--- src/rtl/rv_mem_pkg.sv ---
// Shared types and widths for the program/data memory port arbiter.
//   mem_owner_t : which requester owns the outstanding transaction
//   arb_state_t : arbiter FSM state (idle / one transaction outstanding)
//   WORD_W      : data word width
//   STRB_W      : byte-enable width
package rv_mem_pkg;

    localparam int WORD_W = 32;
    localparam int STRB_W = 4;

    typedef enum logic {
        OWN_I = 1'b0,
        OWN_D = 1'b1
    } mem_owner_t;

    typedef enum logic {
        ST_IDLE = 1'b0,
        ST_WAIT = 1'b1
    } arb_state_t;

endpackage

--- src/rtl/arb_starve_ctr.sv ---
// Saturating starvation counter for the fetch port.
// Counts consecutive cycles in which fetch is requesting but loses to data.
// Once it reaches STARVE_LIMIT, force_i tells the arbiter to grant fetch.
// Ports:
//   clk, rst_n : clock, async active-low reset
//   i_req      : fetch request pending
//   i_gnt      : fetch granted this cycle
//   d_gnt      : data granted this cycle
//   force_i    : counter has reached STARVE_LIMIT
module arb_starve_ctr #(
    parameter int STARVE_LIMIT = 4
) (
    input  logic clk,
    input  logic rst_n,
    input  logic i_req,
    input  logic i_gnt,
    input  logic d_gnt,
    output logic force_i
);

    localparam logic [3:0] LIMIT = 4'(STARVE_LIMIT);

    logic [3:0] starve_cnt;

    always_ff @(posedge clk or negedge rst_n) begin
        if (!rst_n) begin
            starve_cnt <= '0;
        end else if (i_gnt || !i_req) begin
            starve_cnt <= '0;
        end else if (d_gnt && (starve_cnt != LIMIT)) begin
            starve_cnt <= starve_cnt + 4'd1;
        end
    end

    assign force_i = (starve_cnt == LIMIT);

endmodule

--- src/rtl/imem_dmem_arbiter.sv ---
// Shares one word-addressed memory port between instruction fetch (I) and
// load/store (D). D has fixed priority; fetch is forced after STARVE_LIMIT
// consecutive lost cycles. One transaction outstanding at most; a new one
// may issue in the same cycle the previous response returns.
//
// state    | meaning
// ---------+----------------------------------------------
// ST_IDLE  | no transaction outstanding
// ST_WAIT  | one transaction outstanding, owner_q owns it
//
// Ports:
//   clk, rst_n                              clock, async active-low reset
//   i_req/i_addr -> i_gnt/i_rvalid/i_rdata  fetch port
//   d_req/d_we/d_addr/d_wdata/d_wstrb
//            -> d_gnt/d_rvalid/d_rdata      load/store port
//   mem_en/we/addr/wdata/wstrb, mem_ready,
//   mem_rvalid/mem_rdata                    memory side
module imem_dmem_arbiter
    import rv_mem_pkg::*;
#(
    parameter int ADDR_W       = 32,
    parameter int STARVE_LIMIT = 4
) (
    input  logic              clk,
    input  logic              rst_n,

    input  logic              i_req,
    input  logic [ADDR_W-1:0] i_addr,
    output logic              i_gnt,
    output logic              i_rvalid,
    output logic [WORD_W-1:0] i_rdata,

    input  logic              d_req,
    input  logic              d_we,
    input  logic [ADDR_W-1:0] d_addr,
    input  logic [WORD_W-1:0] d_wdata,
    input  logic [STRB_W-1:0] d_wstrb,
    output logic              d_gnt,
    output logic              d_rvalid,
    output logic [WORD_W-1:0] d_rdata,

    output logic              mem_en,
    output logic              mem_we,
    output logic [ADDR_W-1:0] mem_addr,
    output logic [WORD_W-1:0] mem_wdata,
    output logic [STRB_W-1:0] mem_wstrb,
    input  logic              mem_ready,
    input  logic              mem_rvalid,
    input  logic [WORD_W-1:0] mem_rdata
);

    arb_state_t state_q, state_d;
    mem_owner_t owner_q, owner_d;
    logic       store_q, store_d;

    logic can_issue;
    logic sel_d;
    logic sel_i;
    logic force_i;
    logic accept;
    logic resp_valid;

    arb_starve_ctr #(
        .STARVE_LIMIT (STARVE_LIMIT)
    ) u_starve (
        .clk     (clk),
        .rst_n   (rst_n),
        .i_req   (i_req),
        .i_gnt   (i_gnt),
        .d_gnt   (d_gnt),
        .force_i (force_i)
    );

    always_ff @(posedge clk or negedge rst_n) begin
        if (!rst_n) begin
            state_q <= ST_IDLE;
            owner_q <= OWN_I;
            store_q <= 1'b0;
        end else begin
            state_q <= state_d;
            owner_q <= owner_d;
            store_q <= store_d;
        end
    end

    always_comb begin
        state_d    = state_q;
        owner_d    = owner_q;
        store_d    = store_q;

        can_issue  = (state_q == ST_IDLE) || (state_q == ST_WAIT && mem_rvalid);
        sel_d      = d_req && !(i_req && force_i);
        sel_i      = i_req && !sel_d;

        // rst_n gating keeps every output low while reset is held, even
        // though the request inputs may still be active.
        mem_en     = rst_n && can_issue && (i_req || d_req);
        accept     = mem_en && mem_ready;
        i_gnt      = accept && sel_i;
        d_gnt      = accept && sel_d;

        mem_we     = mem_en && sel_d && d_we;
        mem_addr   = '0;
        mem_wdata  = '0;
        mem_wstrb  = '0;
        if (mem_en) begin
            if (sel_d) begin
                mem_addr  = d_addr;
                mem_wdata = d_wdata;
                mem_wstrb = d_wstrb;
            end else begin
                mem_addr  = i_addr;
            end
        end

        // A response outside WAIT (stray or after reset) is dropped here.
        resp_valid = (state_q == ST_WAIT) && mem_rvalid;
        i_rvalid   = resp_valid && (owner_q == OWN_I);
        d_rvalid   = resp_valid && (owner_q == OWN_D);
        i_rdata    = i_rvalid ? mem_rdata : '0;
        d_rdata    = (d_rvalid && !store_q) ? mem_rdata : '0;

        if (can_issue) begin
            if (accept) begin
                state_d = ST_WAIT;
                owner_d = sel_d ? OWN_D : OWN_I;
                store_d = sel_d && d_we;
            end else begin
                state_d = ST_IDLE;
            end
        end
    end

endmodule

--- config.mk ---
export PLATFORM = sky130hd
export DESIGN_NAME = imem_dmem_arbiter
export DESIGN_NICKNAME = d
export VERILOG_FILES = /design/src/rtl/rv_mem_pkg.sv /design/src/rtl/arb_starve_ctr.sv /design/src/rtl/imem_dmem_arbiter.sv
export SDC_FILE = /design/constraint.sdc
export NUM_CORES = 1
export LEC_CHECK = 0
export ABC_AREA = 1
export CAP_MARGIN = 20
export CORE_AREA = 8 8 102 104
export DETAILED_ROUTE_END_ITERATION = 16
export DIE_AREA = 0 0 110 112
export PLACE_DENSITY = 0.75
export SYNTH_ARGS = -nofsm -noshare
export SYNTH_HDL_FRONTEND = slang
export SYNTH_SLANG_ARGS = --single-unit
--- constraint.sdc ---
create_clock -name clk -period 2.78 [get_ports clk]
set_clock_uncertainty 0.2 [all_clocks]
set_input_delay 0.417 -clock clk [delete_from_list [all_inputs] [get_ports clk]]
set_output_delay 0.417 -clock clk [all_outputs]
set_load 0.01 [all_outputs]
==> impl_metrics.prom <==
# TYPE chip_impl_metric gauge
chip_impl_metric{name="globalRouteMet3Util",unit="%"} 7.395
chip_impl_metric{name="seq_power_share",unit="%"} 12.6
chip_impl_metric{name="total_leakage_power",unit="µW"} 0.003139
chip_impl_metric{name="setup_viol_count_final",unit=""} 0
chip_impl_metric{name="hold_viol_final",unit=""} 0
chip_impl_metric{name="die_height",unit="µm"} 112
chip_impl_metric{name="seqCellArea",unit="µm²"} 175.2
chip_impl_metric{name="grt.total_usage",unit="%"} 15.90
chip_impl_metric{name="drt-total-wl",unit="µm"} 10920
chip_impl_metric{name="maximum_fanout_encountered_on_the_critical_timing_path",unit=""} 9
chip_impl_metric{name="synth_fp_nets",unit=""} 484
chip_impl_metric{name="cts_made_buffers",unit=""} 3
chip_impl_metric{name="power.net_switching",unit="µW"} 316.5
chip_impl_metric{name="yosys.area_share.simple",unit="%"} 53.96
chip_impl_metric{name="synth_compound_gate_area_share",unit="%"} 9.463
chip_impl_info{name="critical_path.endpoint_type",value="output pin"} 1
chip_impl_metric{name="floorplan.die_area",unit="µm²"} 12320
chip_impl_metric{name="die_width",unit="µm"} 110
chip_impl_metric{name="floorplan.rows",unit=""} 35
chip_impl_info{name="path_class",value="primary input to output pin"} 1
chip_impl_metric{name="areaGrowthSynthToFinish",unit="%"} 170.7
chip_impl_metric{name="route.vias.total",unit=""} 3099
chip_impl_metric{name="setup_total_negative_slack",unit="ns"} 0
chip_impl_info{name="worstHoldStart",value="u_starve.starve_cnt[3]$_DFFE_PN0P_"} 1
chip_impl_metric{name="r2r_setup_slack",unit="ns"} 0.93
chip_impl_metric{name="worst_hold_slack",unit="ns"} 0.3200
chip_impl_metric{name="timing.max_slew.rel_slack",unit="%"} 78.23
chip_impl_metric{name="synthDistinctLibCells",unit=""} 28
chip_impl_metric{name="maximum_number_of_pins_on_one_net_before_global_route_repair",unit=""} 33
chip_impl_info{name="tritoncts",value="yes"} 1
chip_impl_metric{name="post_synth_mux_area_share",unit="%"} 0
chip_impl_metric{name="worst_ep_required_time",unit="ns"} 2.16
chip_impl_info{name="result_of_the_run",value="complete, no violations"} 1
chip_impl_metric{name="power.switching_fraction",unit="%"} 34.99
chip_impl_info{name="dominant_combinational_cell_family_by_area_after_synthesis",value="simple AND/OR/NAND/NOR gates"} 1
chip_impl_info{name="hp-class",value="flop to flop"} 1
chip_impl_metric{name="design.final.nets",unit=""} 769
chip_impl_metric{name="vdd_ir_drop_max",unit="V"} 0.0001116
chip_impl_metric{name="hold_path_depth",unit=""} 2
chip_impl_info{name="critPathLaunchType",value="primary input"} 1
chip_impl_metric{name="final_count_of_pins_violating_max_slew",unit=""} 0
chip_impl_metric{name="fmaxAchievable",unit="GHz"} 0.3620
chip_impl_metric{name="ant_diodes",unit=""} 0
chip_impl_metric{name="synth-adder-area-share",unit="%"} 1.342
chip_impl_metric{name="grt_first_pass_wirelength",unit="µm"} 15840
chip_impl_info{name="timing.critical_path.cells",value="clkdlybuf4s50_1, inv_1, nand2_2, nand3_4, clkinv_4, nand2_8, buf_12, nor2_4, clkdlybuf4s50_1"} 1
chip_impl_metric{name="number_of_remaining_drc_errors",unit=""} 0
chip_impl_metric{name="finalWeightedCongestion",unit=""} 0.7834
chip_impl_metric{name="synth_xor_xnor_area_share",unit="%"} 0.9396
chip_impl_metric{name="worst_skew_pair.late_latency",unit="ns"} 0.23
chip_impl_metric{name="initial_antenna_violation_count",unit=""} 0
chip_impl_metric{name="synthCells",unit=""} 343
chip_impl_info{name="rsz0062_at_grt",value="true"} 1
chip_impl_metric{name="cts.path.max_buffers",unit=""} 2
chip_impl_metric{name="place_hpwl",unit="µm"} 9654
chip_impl_metric{name="core",unit="µm²"} 8890
chip_impl_metric{name="fillerInstances",unit=""} 840
chip_impl_metric{name="drt_iter0_markers",unit=""} 113
chip_impl_metric{name="detail-route-antenna-nets",unit=""} 0
chip_impl_info{name="timing.critical_path.max_delay_family",value="buffers and inverters"} 1
chip_impl_metric{name="clockPowerShare",unit="%"} 15.9
chip_impl_metric{name="drt_pre_antenna_iters",unit=""} 4
chip_impl_metric{name="synth-warning-count",unit=""} 0
chip_impl_info{name="worstReg2RegStart",value="u_starve.starve_cnt[1]$_DFFE_PN0P_"} 1
chip_impl_metric{name="combPwrFrac",unit="%"} 71.5
chip_impl_metric{name="worst_path_largest_cell_delay",unit="ns"} 0.54
chip_impl_metric{name="fin_crit",unit="ns"} 2.762
chip_impl_metric{name="p_int",unit="µW"} 588.1
chip_impl_metric{name="multi_input_comb_area",unit="µm²"} 1232
chip_impl_metric{name="timing.reg2reg.worst_path_depth",unit=""} 12
chip_impl_info{name="crit_slowest_cell",value="sky130_fd_sc_hd__clkdlybuf4s50_1"} 1
chip_impl_metric{name="via_count_of_the_first_global_routing_pass",unit=""} 3232
chip_impl_metric{name="min_period_over_period",unit="%"} 99.36
chip_impl_metric{name="post_route_cells_drive_above_1_share",unit="%"} 11.00
chip_impl_metric{name="globalRouteMet1Util",unit="%"} 13.75
chip_impl_metric{name="synth.avg_cell_area",unit="µm²"} 5.435
chip_impl_info{name="top_usage_layer",value="met2"} 1
chip_impl_info{name="holdPathEnd",value="u_starve.starve_cnt[3]$_DFFE_PN0P_"} 1
chip_impl_metric{name="clock_sink_count",unit=""} 7
chip_impl_metric{name="htreeDepth",unit=""} 1
chip_impl_metric{name="drt-wirelength-per-cell",unit="µm"} 14.79
chip_impl_metric{name="total_of_hold_buffers_inserted_after_clock_tree_synthesis",unit=""} 0
chip_impl_metric{name="power_density",unit="nW/µm²"} 179.2
chip_impl_metric{name="post_synth_instance_area",unit="µm²"} 1864
chip_impl_metric{name="maxCapViolations",unit=""} 0
chip_impl_metric{name="worst_ep_arrival_time",unit="ns"} 2.15
chip_impl_metric{name="worstPathBufferInverterCount",unit=""} 5
chip_impl_metric{name="seq_area_frac_synth",unit="%"} 9.396
chip_impl_metric{name="gr-total-overflow",unit=""} 0
chip_impl_info{name="r2r-end",value="u_starve.starve_cnt[1]$_DFFE_PN0P_"} 1
chip_impl_info{name="worst_path_most_repeated_cell",value="sky130_fd_sc_hd__clkdlybuf4s50_1"} 1
chip_impl_info{name="root_buffer",value="sky130_fd_sc_hd__clkbuf_8"} 1
chip_impl_metric{name="place.port_buffers",unit=""} 276
chip_impl_metric{name="clk_pin_slew",unit="ns"} 0.04
chip_impl_metric{name="io-pin-count",unit=""} 277
chip_impl_metric{name="drt-vias-per-instance",unit=""} 4.199
chip_impl_metric{name="grtUsageMet2",unit="%"} 31.07
chip_impl_metric{name="synth-seq-cells",unit=""} 7
chip_impl_metric{name="initial_cell_density_of_the_core",unit="%"} 20.97
chip_impl_metric{name="tightestPinTransition",unit="ns"} 0.3265
-- power by group through the flow --
stage               logic (µW)  registers [µW]  clock network [µW]
floorplan                  238             114                   0
global placement           665             115                   0
detailed placement         674             115                   0
CTS                        665             114                 148
global route               699             114                 156
finish                     647             114                 144
-- worst register-to-register path, cell delays in order, from the launching register on --
cell and delay [ns]:
sky130_fd_sc_hd__dfrtp_1 0.39, sky130_fd_sc_hd__inv_1 0.06, sky130_fd_sc_hd__ha_1 0.17, sky130_fd_sc_hd__nand2_1 0.07, sky130_fd_sc_hd__inv_2 0.04, sky130_fd_sc_hd__nand3_2 0.07
sky130_fd_sc_hd__nand2_4 0.07, sky130_fd_sc_hd__buf_4 0.17, sky130_fd_sc_hd__nor2_4 0.12, sky130_fd_sc_hd__buf_4 0.16, sky130_fd_sc_hd__nand2_2 0.07, sky130_fd_sc_hd__nand3_1 0.09
sky130_fd_sc_hd__nand2_1 0.05
-- logic make-up after synthesis --
group	count (synthesis)
DFF	7
adders and majority gates	2
buffers and inverters	102
AOI/OAI and AO/OA	35
xor gates and xnor gates	2
and+or+nand+nor	195
-- cell usage after synthesis (all sizes together) --
cell	count	share of area, %
o22ai	1	0.34
a21oi	1	0.27
nand2	13	4.4
nand4	5	2.5
buf	15	7.0
nor3	3	0.81
o21ai	33	8.9
xor2	2	0.94
inv	83	17
dfrtp	7	9.4
ha	2	1.3
nor2	167	43
clkbuf	3	0.60
nand3	7	2.8
clkinv	1	0.47
-- cell type report --
type,count,share of cell area [%]
repair buffers,298,62.07
multi-input cells,234,24.42
inverters,84,6.396
flip-flops and latches,7,3.471
well taps,111,2.752
clock buffers,4,0.8924
-- placed cells by master (no fill, tap or decap), drive strengths merged, types with 2 or more instances in the layout --
cell type,synthesis,layout
clkdlybuf4s50,0,196
nor2,167,167
inv,83,83
dlymetal6s2s,0,48
o21ai,33,33
dlygate4sd2,0,32
buf,15,22
nand2,13,13
dfrtp,7,7
nand3,7,7
nand4,5,5
clkbuf,3,4
nor3,3,3
xor2,2,2
ha,2,2
-- worst max-delay path by stage --
| stage | start | to | slack, ns | cells past startpoint |
|---|---|---|---|---|
| floorplan | u_starve.starve_cnt[0]$_DFFE_PN0P_ | i_gnt | 0.79 | 9 |
| global placement | mem_rvalid | mem_addr[24] | -0.08 | 9 |
| detailed placement | mem_rvalid | mem_addr[24] | -0.10 | 9 |
| CTS | mem_rvalid | mem_wdata[16] | 0.0002 | 9 |
| global route | mem_rvalid | mem_wdata[22] | -0.05 | 9 |
| finish | mem_rvalid | mem_wdata[22] | 0.02 | 9 |
-- state kept, by name (all words and copies together) (netlist names) --
register,flops
owner_q,1
state_q,1
u_starve.starve_cnt,4
store_q,1
-- what timing repair did --
action / CTS / global route
resized for setup: 34 / 48
setup endpoints to repair: 76 / 98
setup buffers: 1 / 0
pin swaps: 0 / 1
-- stage by stage --
stage | std cells | util, % | instance area, µm² | total power (µW) | setup slack [ns]
floorplan | 343 | - | 1864 | 351.9 | 0.7886
global placement | 733 | 55.20 | 4907 | 779.5 | -0.08094
detailed placement | 733 | 55.20 | 4907 | 789.6 | -0.1027
CTS | 738 | 55.43 | 4927 | 927.1 | 0.0002096
global route | 738 | 56.78 | 5047 | 968.9 | -0.04975
finish | 738 | 56.78 | 5047 | 904.6 | 0.01777
-- routing by layer --
metal,wire length [µm],vias up,share of wire (%)
met5,0,-,0
met4,157,0,1.4
met3,1602,14,15
li1,-,1557,-
met2,5686,181,52
met1,3468,1347,32
Note: power is estimated with default switching activity, not from simulation.
